==> src/rtl/wb_sdr_master_pkg.sv <==
// rtl/wb_sdr_master_pkg.sv - shared types and constants for the Wishbone SDRAM traffic master
package wb_sdr_master_pkg;

    typedef enum logic [1:0] {
        INIT_WAIT = 2'd0,
        IDLE      = 2'd1,
        BUS       = 2'd2,
        FIN       = 2'd3
    } state_t;

    localparam logic [2:0] CTI_CLASSIC = 3'b000;
    localparam logic [2:0] CTI_INCR    = 3'b010;
    localparam logic [2:0] CTI_EOB     = 3'b111;

endpackage

==> src/rtl/wb_ack_timeout.sv <==
// rtl/wb_ack_timeout.sv - per-beat acknowledge watchdog counter
module wb_ack_timeout #(
    parameter int TIMEOUT = 1024
) (
    input  logic clk,
    input  logic rst,
    input  logic clr,
    input  logic run,
    output logic expired
);

    localparam int CW = (TIMEOUT < 2) ? 1 : $clog2(TIMEOUT);
    localparam logic [CW-1:0] LAST = (TIMEOUT == 0) ? '0 : CW'(TIMEOUT - 1);

    logic [CW-1:0] count;

    // expired fires in the cycle whose closing edge would bring the count to TIMEOUT,
    // so the master drops STB after exactly TIMEOUT unacknowledged cycles
    assign expired = (TIMEOUT != 0) && run && (count == LAST);

    // count consecutive unacknowledged strobe cycles; clear wins over run
    always_ff @(posedge clk) begin
        if (rst || clr) begin
            count <= '0;
        end else if (run) begin
            count <= count + 1'b1;
        end
    end

endmodule

==> src/rtl/wb_sdr_master.sv <==
// rtl/wb_sdr_master.sv - Wishbone classic/incrementing-burst master for the SDRAM controller port
module wb_sdr_master #(
    parameter int AW      = 26,
    parameter int DW      = 32,
    parameter int TIMEOUT = 1024,
    parameter int LENW    = 4
) (
    input  logic              wb_clk_i,
    input  logic              wb_rst_i,
    input  logic              sdr_init_done,
    input  logic              cmd_valid,
    output logic              cmd_ready,
    input  logic              cmd_we,
    input  logic [AW-1:0]     cmd_addr,
    input  logic [DW/8-1:0]   cmd_sel,
    input  logic [LENW-1:0]   cmd_len,
    input  logic [DW-1:0]     wdata_i,
    output logic              wdata_rd,
    output logic [DW-1:0]     rdata_o,
    output logic              rdata_vld,
    output logic              done,
    output logic              err,
    output logic              spurious_ack,
    output logic              wb_cyc_o,
    output logic              wb_stb_o,
    output logic              wb_we_o,
    output logic [AW-1:0]     wb_adr_o,
    output logic [DW-1:0]     wb_dat_o,
    output logic [DW/8-1:0]   wb_sel_o,
    output logic [2:0]        wb_cti_o,
    input  logic              wb_ack_i,
    input  logic [DW-1:0]     wb_dat_i
);

    import wb_sdr_master_pkg::*;

    localparam logic [AW-1:0] ADR_STEP = AW'(DW / 8);

    state_t          state;
    logic [LENW-1:0] len_r;
    logic [LENW-1:0] beat_cnt;
    logic [LENW-1:0] next_beat;
    logic            init_lost;
    logic            accept;
    logic            ack_beat;
    logic            last_beat;
    logic            expired;

    assign cmd_ready = !wb_rst_i && (state == IDLE) && sdr_init_done;
    assign accept    = cmd_ready && cmd_valid;
    assign ack_beat  = (state == BUS) && wb_ack_i;
    assign last_beat = (beat_cnt == len_r);
    assign next_beat = beat_cnt + 1'b1;

    // FWFT pull: first word on accept, later words on each non-final write ACK
    assign wdata_rd = !wb_rst_i &&
                      ((accept && cmd_we) || (ack_beat && wb_we_o && !last_beat));

    // in BUS the strobe is always high, so leaving BUS is the only way STB falls
    wb_ack_timeout #(
        .TIMEOUT (TIMEOUT)
    ) u_timeout (
        .clk     (wb_clk_i),
        .rst     (wb_rst_i),
        .clr     ((state != BUS) || wb_ack_i),
        .run     (wb_stb_o && !wb_ack_i),
        .expired (expired)
    );

    // transaction sequencer with all bus and status outputs registered
    always_ff @(posedge wb_clk_i) begin
        if (wb_rst_i) begin
            state        <= INIT_WAIT;
            len_r        <= '0;
            beat_cnt     <= '0;
            init_lost    <= 1'b0;
            rdata_o      <= '0;
            rdata_vld    <= 1'b0;
            done         <= 1'b0;
            err          <= 1'b0;
            spurious_ack <= 1'b0;
            wb_cyc_o     <= 1'b0;
            wb_stb_o     <= 1'b0;
            wb_we_o      <= 1'b0;
            wb_adr_o     <= '0;
            wb_dat_o     <= '0;
            wb_sel_o     <= '0;
            wb_cti_o     <= CTI_CLASSIC;
        end else begin
            rdata_vld <= 1'b0;
            done      <= 1'b0;
            err       <= 1'b0;
            if (wb_ack_i && !wb_stb_o) begin
                spurious_ack <= 1'b1;
            end
            case (state)
                INIT_WAIT: begin
                    if (sdr_init_done) begin
                        state <= IDLE;
                    end
                end
                IDLE: begin
                    if (accept) begin
                        wb_cyc_o  <= 1'b1;
                        wb_stb_o  <= 1'b1;
                        wb_we_o   <= cmd_we;
                        wb_adr_o  <= cmd_addr;
                        wb_sel_o  <= cmd_sel;
                        wb_cti_o  <= (cmd_len == '0) ? CTI_CLASSIC : CTI_INCR;
                        if (cmd_we) begin
                            wb_dat_o <= wdata_i;
                        end
                        len_r     <= cmd_len;
                        beat_cnt  <= '0;
                        init_lost <= 1'b0;
                        state     <= BUS;
                    end
                end
                BUS: begin
                    if (!sdr_init_done) begin
                        init_lost <= 1'b1;
                    end
                    if (wb_ack_i) begin
                        if (!wb_we_o) begin
                            rdata_o   <= wb_dat_i;
                            rdata_vld <= 1'b1;
                        end
                        wb_adr_o <= wb_adr_o + ADR_STEP;
                        beat_cnt <= next_beat;
                        if (last_beat) begin
                            wb_cyc_o <= 1'b0;
                            wb_stb_o <= 1'b0;
                            wb_we_o  <= 1'b0;
                            wb_cti_o <= CTI_CLASSIC;
                            done     <= 1'b1;
                            state    <= FIN;
                        end else begin
                            if (wb_we_o) begin
                                wb_dat_o <= wdata_i;
                            end
                            wb_cti_o <= (next_beat == len_r) ? CTI_EOB : CTI_INCR;
                        end
                    end else if (expired) begin
                        wb_cyc_o <= 1'b0;
                        wb_stb_o <= 1'b0;
                        wb_we_o  <= 1'b0;
                        wb_cti_o <= CTI_CLASSIC;
                        done     <= 1'b1;
                        err      <= 1'b1;
                        state    <= FIN;
                    end
                end
                FIN: begin
                    state <= (init_lost || !sdr_init_done) ? INIT_WAIT : IDLE;
                end
                default: begin
                    state <= INIT_WAIT;
                end
            endcase
        end
    end

endmodule

==> config.mk <==
export PLATFORM = sky130hd
export DESIGN_NAME = wb_sdr_master
export DESIGN_NICKNAME = d
export VERILOG_FILES = /design/src/rtl/wb_sdr_master_pkg.sv /design/src/rtl/wb_ack_timeout.sv /design/src/rtl/wb_sdr_master.sv
export SDC_FILE = /design/constraint.sdc
export NUM_CORES = 1
export LEC_CHECK = 0
export CAP_MARGIN = 10
export CORE_MARGIN = 3
export CORE_UTILIZATION = 41
export CTS_BUF_LIST = sky130_fd_sc_hd__clkbuf_4 sky130_fd_sc_hd__clkbuf_8
export DETAILED_ROUTE_END_ITERATION = 8
export GPL_ROUTABILITY_DRIVEN = 0
export GPL_TIMING_DRIVEN = 0
export PLACE_DENSITY = 0.79
export SLEW_MARGIN = 20
export SYNTH_ARGS = -nofsm -noshare
export SYNTH_HDL_FRONTEND = slang
export SYNTH_SLANG_ARGS = --single-unit
==> constraint.sdc <==
create_clock -name wb_clk_i -period 2.09 [get_ports wb_clk_i]
set_input_delay 0.209 -clock wb_clk_i [delete_from_list [all_inputs] [get_ports wb_clk_i]]
set_output_delay 0.209 -clock wb_clk_i [all_outputs]
set_load 0.01 [all_outputs]
== Word level (Yosys, flattened, before mapping) ==
Cells that the tools add are included.
Operators by class
  bitwise operators: 3
  reductions and logical operators: 34
  equality and inequality tests: 16
  add/sub/neg operators: 3
  multiplexer cells: 40
Operators with widths (count)
  two-way mux 32 bit: 5
  one-hot mux 32 bit (2 select lines): 1
  two-way mux 26 bit: 2
  one-hot mux 26 bit (2 select lines): 1
  adder 26 x 3 -> 26 bit (second input constant): 1
  != test 2 bit (second input constant): 8
  two-way mux 3 bit: 5
  two-way mux 1 bit: 12
  two-way mux 2 bit: 6
  AND reduction 3 bit: 4
  logical AND 1 bit: 11
  adder 10 x 1 -> 10 bit (second input constant): 1
  equality test 10 bit (second input constant): 1
  equality test 4 bit: 2
  two-way mux 4 bit: 2
  one-hot mux 2 bit (4 select lines): 1
  one-hot mux 4 bit (2 select lines): 1
  AND reduction 4 bit: 2
  != test 3 bit (second input constant): 2
  one-hot mux 1 bit (2 select lines): 3
  one-hot mux 3 bit (2 select lines): 1
  AND reduction 6 bit: 1
  OR reduction 3 bit: 2
  logical NOT 1 bit: 5
  10 further kinds: 16
Storage, ports and cells
  logic and storage cells: 112
  output and inout port bits: 106
  input bits: 104
  bits in registers: 124

== Longest topological paths before layout ==
Gate-level depths: netlist of run 1.
  depth after elaboration: 7
  depth in mapped cells: 9
  depth with buffers taken out: 7

== Hierarchy ==
From an unflattened synthesis of run 1, not the netlist that was laid out.
Unflattened totals
  cell total of the unflattened synthesis: 706
  area total of the unflattened synthesis: 5774.3 um^2
By module, submodules not included
  wb_sdr_master: area an instance 5296.3 um^2, times used 1, cells an instance 653, sequential area each 2262.2 um^2
  wb_ack_timeout: area an instance 478.0 um^2, times used 1, cells an instance 53, sequential area each 200.2 um^2

== Worst setup path before layout of run 1 ==
Ideal clock, no wire load.
  path type: register -> register
  start point: reg state[0]
  end point: reg wb_dat_o[10]
  arrival time: 1.940 ns
  data required time: 1.962 ns
  period minus slack after synthesis: 2.068 ns
  stages on the path, launching flop included: 9
  setup time: 0.128 ns
  buffers on the path: 1
  slack: 0.022 ns
  path through: dfxtp_1 inv_1 ha_1 nor2b_1 a211o_1 a221oi_4 buf_8 mux2i_1 nor2_1
Between the ends
  word-level cells in the longest chain between the ends: 6
  elaborated cells between the ends (all ways): 13
  those cells by class: eq/ne: 7; mux: 1; reduce/logical: 5
Ends and longest elaborated chain
  start: declaration: RTL line wb_sdr_master.sv:39  | state_t state;
  start signal: assignment: RTL line wb_sdr_master.sv:154  | state <= (init_lost || !sdr_init_done) ? INIT_WAIT : IDLE;
  equality test 2 x 1 -> 1 bit: RTL line wb_sdr_master.sv:49, wb_sdr_master.sv:96
  logical AND 1 bit (2 in a row): RTL line wb_sdr_master.sv:49  | assign cmd_ready = !wb_rst_i && (state == IDLE) && sdr_init_done;
  logical AND 1 bit: RTL line wb_sdr_master.sv:50  | assign accept = cmd_ready && cmd_valid;
  != test 2 bit (no line)
  AND reduction 6 bit (no line)
  end signal: assignment: RTL line wb_sdr_master.sv:111  | wb_dat_o <= wdata_i;
  end signal: assignment: RTL line wb_sdr_master.sv:139  | wb_dat_o <= wdata_i;
  end: declaration: RTL line wb_sdr_master.sv:28  | output logic [DW-1:0] wb_dat_o,
Several ways; a longest one is shown, not always the timed one.
A chain may end at the register's enable or synchronous reset.

== Final worst setup path of run 1 ==
  start point: reg state[1]
  end point: reg wb_adr_o[23]
Between the ends
  word-level cells in the longest chain between the ends: 6
  elaborated cells between the ends (all ways): 10
  those cells by class: eq/ne: 4; mux: 1; reduce/logical: 5
Ends and longest elaborated chain
  equality test 2 x 1 -> 1 bit: RTL line wb_sdr_master.sv:49, wb_sdr_master.sv:96
  logical AND 1 bit (2 in a row): RTL line wb_sdr_master.sv:49
  logical AND 1 bit: RTL line wb_sdr_master.sv:50
  != test 2 bit (no line)
  AND reduction 3 bit (no line)
  end signal: assignment: RTL line wb_sdr_master.sv:107  | wb_adr_o <= cmd_addr;
  end signal: assignment: RTL line wb_sdr_master.sv:128  | wb_adr_o <= wb_adr_o + ADR_STEP;
  end: declaration: RTL line wb_sdr_master.sv:27  | output logic [AW-1:0] wb_adr_o,
Several ways; a longest one is shown, not always the timed one.

==> impl_metrics.py, run 1 <==
metrics = {
    "layout": {
        "fillers": 1077,
        "finalNonFillerCells": 1069,
        "fin_area_mm2": 0.008552,
        "layout-drive-gt1-share_pct": 12.04,
        "regArea_mm2": 0.002482,
        "area_delta_synth_final_pct": 56.66,
        "nets": 1000,
        "antenna_cells_inserted": 0,
        "multi_input_area_mm2": 0.002913,
        "finish.utilization_pct": 66.68,
    },
    "pwr": {
        "p_leak_nw": 2.998,
        "totalPowerFinal_mw": 8.828,
        "ir_drop_mv": 0.6219,
        "power.density_mw_per_mm2": 1032,
    },
    "clock_tree": {
        "clock-sinks": 123,
        "cts_tree": "built",
        "cts_buffers": 17,
        "clockBufferDepth": 2,
        "path_clk_slew_ns": 0.07,
        "clock_latency_ns": 0.44,
        "clock_tree.root_cell": "clkbuf_8",
        "h-tree-depth": 4,
        "cts_hold_buf": 0,
    },
    "sta": {
        "slew_viol_final": 0,
        "period_share_pct": 100.8,
        "hold_viol_final": 0,
        "final.setup_skew_ns": 0.01178,
        "fin_ws_ns": -0.01645,
        "finalSetupViolCount": 1,
        "finalSetupTns_ns": -0.01645,
        "max_freq_mhz": 474.7,
        "slew_headroom_pct": 53.18,
        "whs_ns": 0.3162,
        "rsz0062_at_grt": "yes",
        "max_slew.worst_pin.slew_ns": 0.7023,
        "period_needed_ns": 2.106,
    },
    "grt": {
        "met1_usage_pct": 30.09,
        "antenna_found_initial": 0,
        "grt_pass1_vias": 5267,
        "grt_overflow": 0,
        "grt_busiest_layer": "met2",
        "track_usage_pct": 23.63,
        "grt_pass1_wl_mm": 27.36,
        "grt_max_degree": 17,
        "met3_usage_pct": 9.744,
        "grtUsageMet2_pct": 36.96,
    },
    "status": {
        "outcome": "finished with violations",
        "violations": "setup timing",
    },
    "yosys": {
        "synth.net_count": 761,
        "syn-instance-count": 648,
        "yosys-top-cells-count": "dfxtp_1, nand2_1, nor2_1",
        "synth_top_area_share_pct": 45.11,
        "synth-async-reset-ratio_pct": 0,
        "yosysTopAreaCell": "dfxtp_1",
        "ys_warn_count": 0,
        "synth_edf_count": 0,
        "syn_area_mm2": 0.005459,
        "synth_flop_cell": "dfxtp_1",
        "ys_types": 55,
        "ys_seq_area_share_pct": 45.11,
        "synth.most_common_cell": "dfxtp_1",
        "synth_area_leaders": "dfxtp_1, mux2i_1, nand2_1",
        "ys_ff_latch": 123,
        "syn_area_per_cell_um2": 8.424,
    },
    "routing": {
        "dr.first_iter.drc_count": 468,
        "viasPerCell": 5.309,
        "wl_per_cell_um": 16.97,
        "dr_total_vias": 5675,
        "firstDrtPassIters": 5,
        "remaining_drc_errors": 0,
        "postRouteWirelength_mm": 18.14,
        "drtAntennaViolNets": 0,
    },
    "place": {
        "dpl.cell_count": 1029,
        "place_hpwl_mm": 12.73,
        "place_ws_ns": -0.8782,
        "placed_cell_area_mm2": 0.007766,
        "port_buffers": 209,
    },
    "critical_path": {
        "arrival_ns": 2.45,
        "cp-end-kind": "flop",
        "critPathRequiredTime_ns": 2.44,
        "start_kind": "flop",
        "worstSetupPathType": "flop to flop",
        "cp_max_fo": 10,
    },
    "die": {
        "die_w_um": 121.4,
        "core_area_mm2": 0.01282,
        "dieArea_mm2": 0.01474,
        "rows": 41,
        "start_util_pct": 42.57,
        "die_h_um": 121.4,
        "io_pins": 210,
    },
    "flow_run": {
        "maxCapViolCount": 0,
    },
    "min_path": {
        "min_path_type": "input pin to flop",
    },
}
## worst paths after layout
path,startpoint,end,slack (ns),depth (start not counted)
worst max-delay path,state[1],wb_adr_o[23],-0.02,8
worst min-delay path,wb_dat_i[10],rdata_o[10],0.32,3
worst max register to register,state[1],wb_adr_o[23],-0.02,8
worst min register to register,wb_sel_o[0],wb_sel_o[0],0.45,2
## report_power, final
group	leakage [nW]	internal, mW	switching (mW)
Combinational	1.79	1.91	1.74
Sequential	1.00	2.73	0.302
Clock	0.203	1.22	0.915
## layer usage
layer,vias to the layer above,wire length [um]
li1,2760,-
met1,2645,7564
met2,244,8598
met3,26,1715
met4,0,263
met5,-,0
## timing repair
| item | 4_1_cts | 5_1_grt |
|---|---|---|
| cloned | 0 | 2 |
| pin swaps | 4 | 6 |
| setup endpoints to repair | 99 | 97 |
| resized for setup | 47 | 49 |
| buffers inserted | 3 | 6 |
## flip-flops by register name, indices dropped and copies added (netlist names), 2 cells and up
register and count:
rdata_o 32, wb_dat_o 32, wb_adr_o 26, u_timeout.count 10
beat_cnt 4, len_r 4, wb_sel_o 4, state 2
wb_cti_o 2
## cell type report
class	instances	area share, %
Multi-Input combinational cell	472	34.06
Sequential cell	123	29.03
Timing Repair Buffer	220	25.91
Buffer	42	3.394
Clock buffer	20	3.146
Tap cell	172	2.516
Clock inverter	9	1.434
Inverter	11	0.5121
## critical path, cell delays in order (launching register included)
cell	delay, ns
dfxtp_4	0.38
inv_2	0.10
ha_4	0.17
buf_6	0.15
nand4b_1	0.15
nor2_2	0.39
clkbuf_2	0.38
a22oi_1	0.12
o22ai_1	0.18
## cell families (layout without fill, tap and decap cells)
| group | Yosys count | after routing | share of synthesized area, % |
|---|---|---|---|
| adder cells (fa/ha/maj) | 9 | 9 | 2.063 |
| AO/OA/AOI/OAI | 136 | 136 | 14.97 |
| flip-flops | 123 | 123 | 45.11 |
| multiplexers | 41 | 41 | 7.518 |
| XOR/XNOR | 15 | 15 | 2.407 |
| buffers and inverters | 53 | 302 | 4.561 |
| AND/OR/NAND/NOR | 271 | 271 | 23.38 |
## placed cells by master (no fill, tap or decap), drive strengths merged, types with 4 or more instances in the layout
master         count
or4                7
nor3b              5
nor2              75
nor4               6
xor2              14
and2               6
nor3              10
o21ai             20
o41ai              4
o22ai              4
or3                5
a21oi             71
nand2            102
nand3             18
a31oi              5
clkbuf            49
inv               11
a22oi             14
clkinv             5
nand2b             4
nand4             15
clkdlybuf4s50    207
buf               25
dfxtp            123
ha                 9
mux2i             41
No activity file was read; power rests on OpenSTA's default activity.
==> inputs of run 2 (changes only) <==
Settings changed: CORE_MARGIN 3 to 1.
==> run 2 against run 1 <==
- the flow still finishes with violations (setup timing)
- critical path depth unchanged
- fmax decreased by 0.38%
- clock skew is 0.00081 ns higher
- non-clock buffer count up 4
- largest power group unchanged
- sequential power is essentially flat
- setup slack worse by 0.0080 ns
==> impl_metrics.py, run 2 (synthesis gave the netlist of run 1 again) <==
metrics = {
    "status": {
        "outcome": "finished with violations",
        "violations": "setup timing",
    },
    "pwr": {
        "power.density_mw_per_mm2": 1035,
        "totalPowerFinal_mw": 8.910,
        "p_leak_nw": 3.019,
        "ir_drop_mv": 0.7605,
    },
    "sta": {
        "max_freq_mhz": 472.9,
        "hold_viol_final": 0,
        "slew_headroom_pct": 54.84,
        "period_needed_ns": 2.114,
        "period_share_pct": 101.2,
        "finalSetupViolCount": 1,
        "final.setup_skew_ns": 0.01259,
        "fin_ws_ns": -0.02441,
        "max_slew.worst_pin.slew_ns": 0.6775,
        "slew_viol_final": 0,
        "rsz0062_at_grt": "yes",
    },
    "layout": {
        "finish.utilization_pct": 67.10,
        "layout_commonest_cell": "clkdlybuf4s50_1",
        "antenna_cells_inserted": 0,
        "layout-drive-gt1-share_pct": 12.87,
        "nets": 1004,
        "layout_common_cells": "clkdlybuf4s50_1, dfxtp_1, nand2_1",
        "reg_top3": "rdata_o x32, wb_dat_o x32, wb_adr_o x26",
        "area_delta_synth_final_pct": 57.64,
    },
    "grt": {
        "grt_pass1_wl_mm": 26.57,
        "grt_overflow": 0,
        "grt_pass1_vias": 5280,
        "grt_max_degree": 17,
        "track_usage_pct": 24.23,
        "antenna_found_initial": 0,
    },
    "die": {
        "dieArea_mm2": 0.01378,
        "start_util_pct": 42.57,
        "io_pins": 210,
        "die_w_um": 117.4,
        "core_area_mm2": 0.01282,
        "rows": 41,
        "die_h_um": 117.4,
    },
    "routing": {
        "dr_total_vias": 5665,
        "viasPerCell": 5.280,
        "remaining_drc_errors": 0,
        "wl_per_cell_um": 16.48,
        "drtAntennaViolNets": 0,
        "dr.first_iter.drc_count": 413,
        "postRouteWirelength_mm": 17.68,
        "firstDrtPassIters": 6,
    },
    "critical_path": {
        "cp-end-kind": "flop",
        "rrSetupSlack_ns": -0.02,
        "cpPeakStageDelay_ns": 0.42,
        "cp_max_fo": 10,
        "arrival_ns": 2.41,
        "start_kind": "flop",
        "worstSetupPathType": "flop to flop",
        "critical_path.cell_chain": "inv_6 > ha_4 > nor2b_4 > buf_4 > a211oi_2 > clkbuf_2 > nor2_1 > a2111oi_0",
        "crit_slowest_cell": "a2111oi_0",
        "critPathRequiredTime_ns": 2.38,
    },
    "clock_tree": {
        "path_clk_slew_ns": 0.07,
        "h-tree-depth": 4,
        "clockBufferDepth": 2,
        "clock_latency_ns": 0.43,
        "cts_tree": "built",
        "clock_tree.root_cell": "clkbuf_8",
        "cts_buffers": 17,
        "clock-sinks": 123,
    },
    "flow_run": {
        "maxCapViolCount": 0,
    },
    "place": {
        "port_buffers": 209,
        "place_hpwl_mm": 12.25,
    },
    "min_path": {
        "min_path_type": "input pin to flop",
    },
}
[run 2: critical path, delay by kind of cell (launching register included)]
family                     cells  cell delay (ns)
AOI/OAI and AO/OA              2             0.71
adders and majority gates      1             0.16
buffers and inverters          3             0.53
DFF                            1             0.39
and+or+nand+nor                2             0.21
[run 2: worst paths after layout]
kind,from,to,depth (start not counted)
worst min-delay path,cmd_addr[14],wb_adr_o[14],3
worst max register to register,state[0],wb_adr_o[11],8
worst max-delay path,state[0],wb_adr_o[11],8
worst min register to register,wb_sel_o[1],wb_sel_o[1],2
[run 2: stage by stage]
| stage | setup slack, ns | hold WS (ns) | std cells | setup TNS, ns | cell area, um^2 |
|---|---|---|---|---|---|
| finish | -0.02441 | 0.3208 | 1073 | -0.02441 | 8606 |
| global route | -0.07076 | 0.3026 | 1073 | -0.2157 | 8606 |
| CTS | -0.05613 | 0.2976 | 1064 | -0.1415 | 8363 |
| detailed placement | -0.8782 | 0.4473 | 1029 | -37.38 | 7766 |
| global placement | -0.8647 | 0.4401 | 1029 | -35.61 | 7766 |
| floorplan | 0.02210 | 0.3450 | 648 | 0 | 5459 |
[run 2: cell type report]
class / instances / area (um^2)
fill: 1059 / 4219
multi-input combinational: 472 / 2930
sequential: 123 / 2484
timing repair buffer: 224 / 2241
clock buffer: 22 / 290.3
buffer: 42 / 282.8
tap: 172 / 215.2
clock inverter: 7 / 116.4
inverter: 11 / 46.29
[run 2: repair_timing]
action / CTS / global route
endpoints found under the setup margin: 99 / 95
gates cloned: 0 / 1
hold buffers: 0 / 0
buffers inserted: 6 / 8
pin swaps: 3 / 6
gates resized for setup: 50 / 41
[run 2: metal layers]
layer | track usage [%] | vias to the layer above | wire length, um
li1 | - | 2761 | -
met1 | 30.48 | 2616 | 7428
met2 | 39.05 | 265 | 8403
met3 | 8.512 | 23 | 1588
met4 | 6.575 | 0 | 261
met5 | 0 | - | 0
[run 2: where the power goes]
part	internal (mW)	switching [mW]	total, mW	leakage [nW]
logic	1.90	1.77	3.67	1.81
clock network	1.28	0.917	2.20	0.207
registers	2.73	0.309	3.04	1.00
==> inputs of run 3 (changes only) <==
Settings changed: CAP_MARGIN 10 to 40.
==> results of run 3 <==
Same layout as run 2: the final DEF is identical, and so are final timing and power.
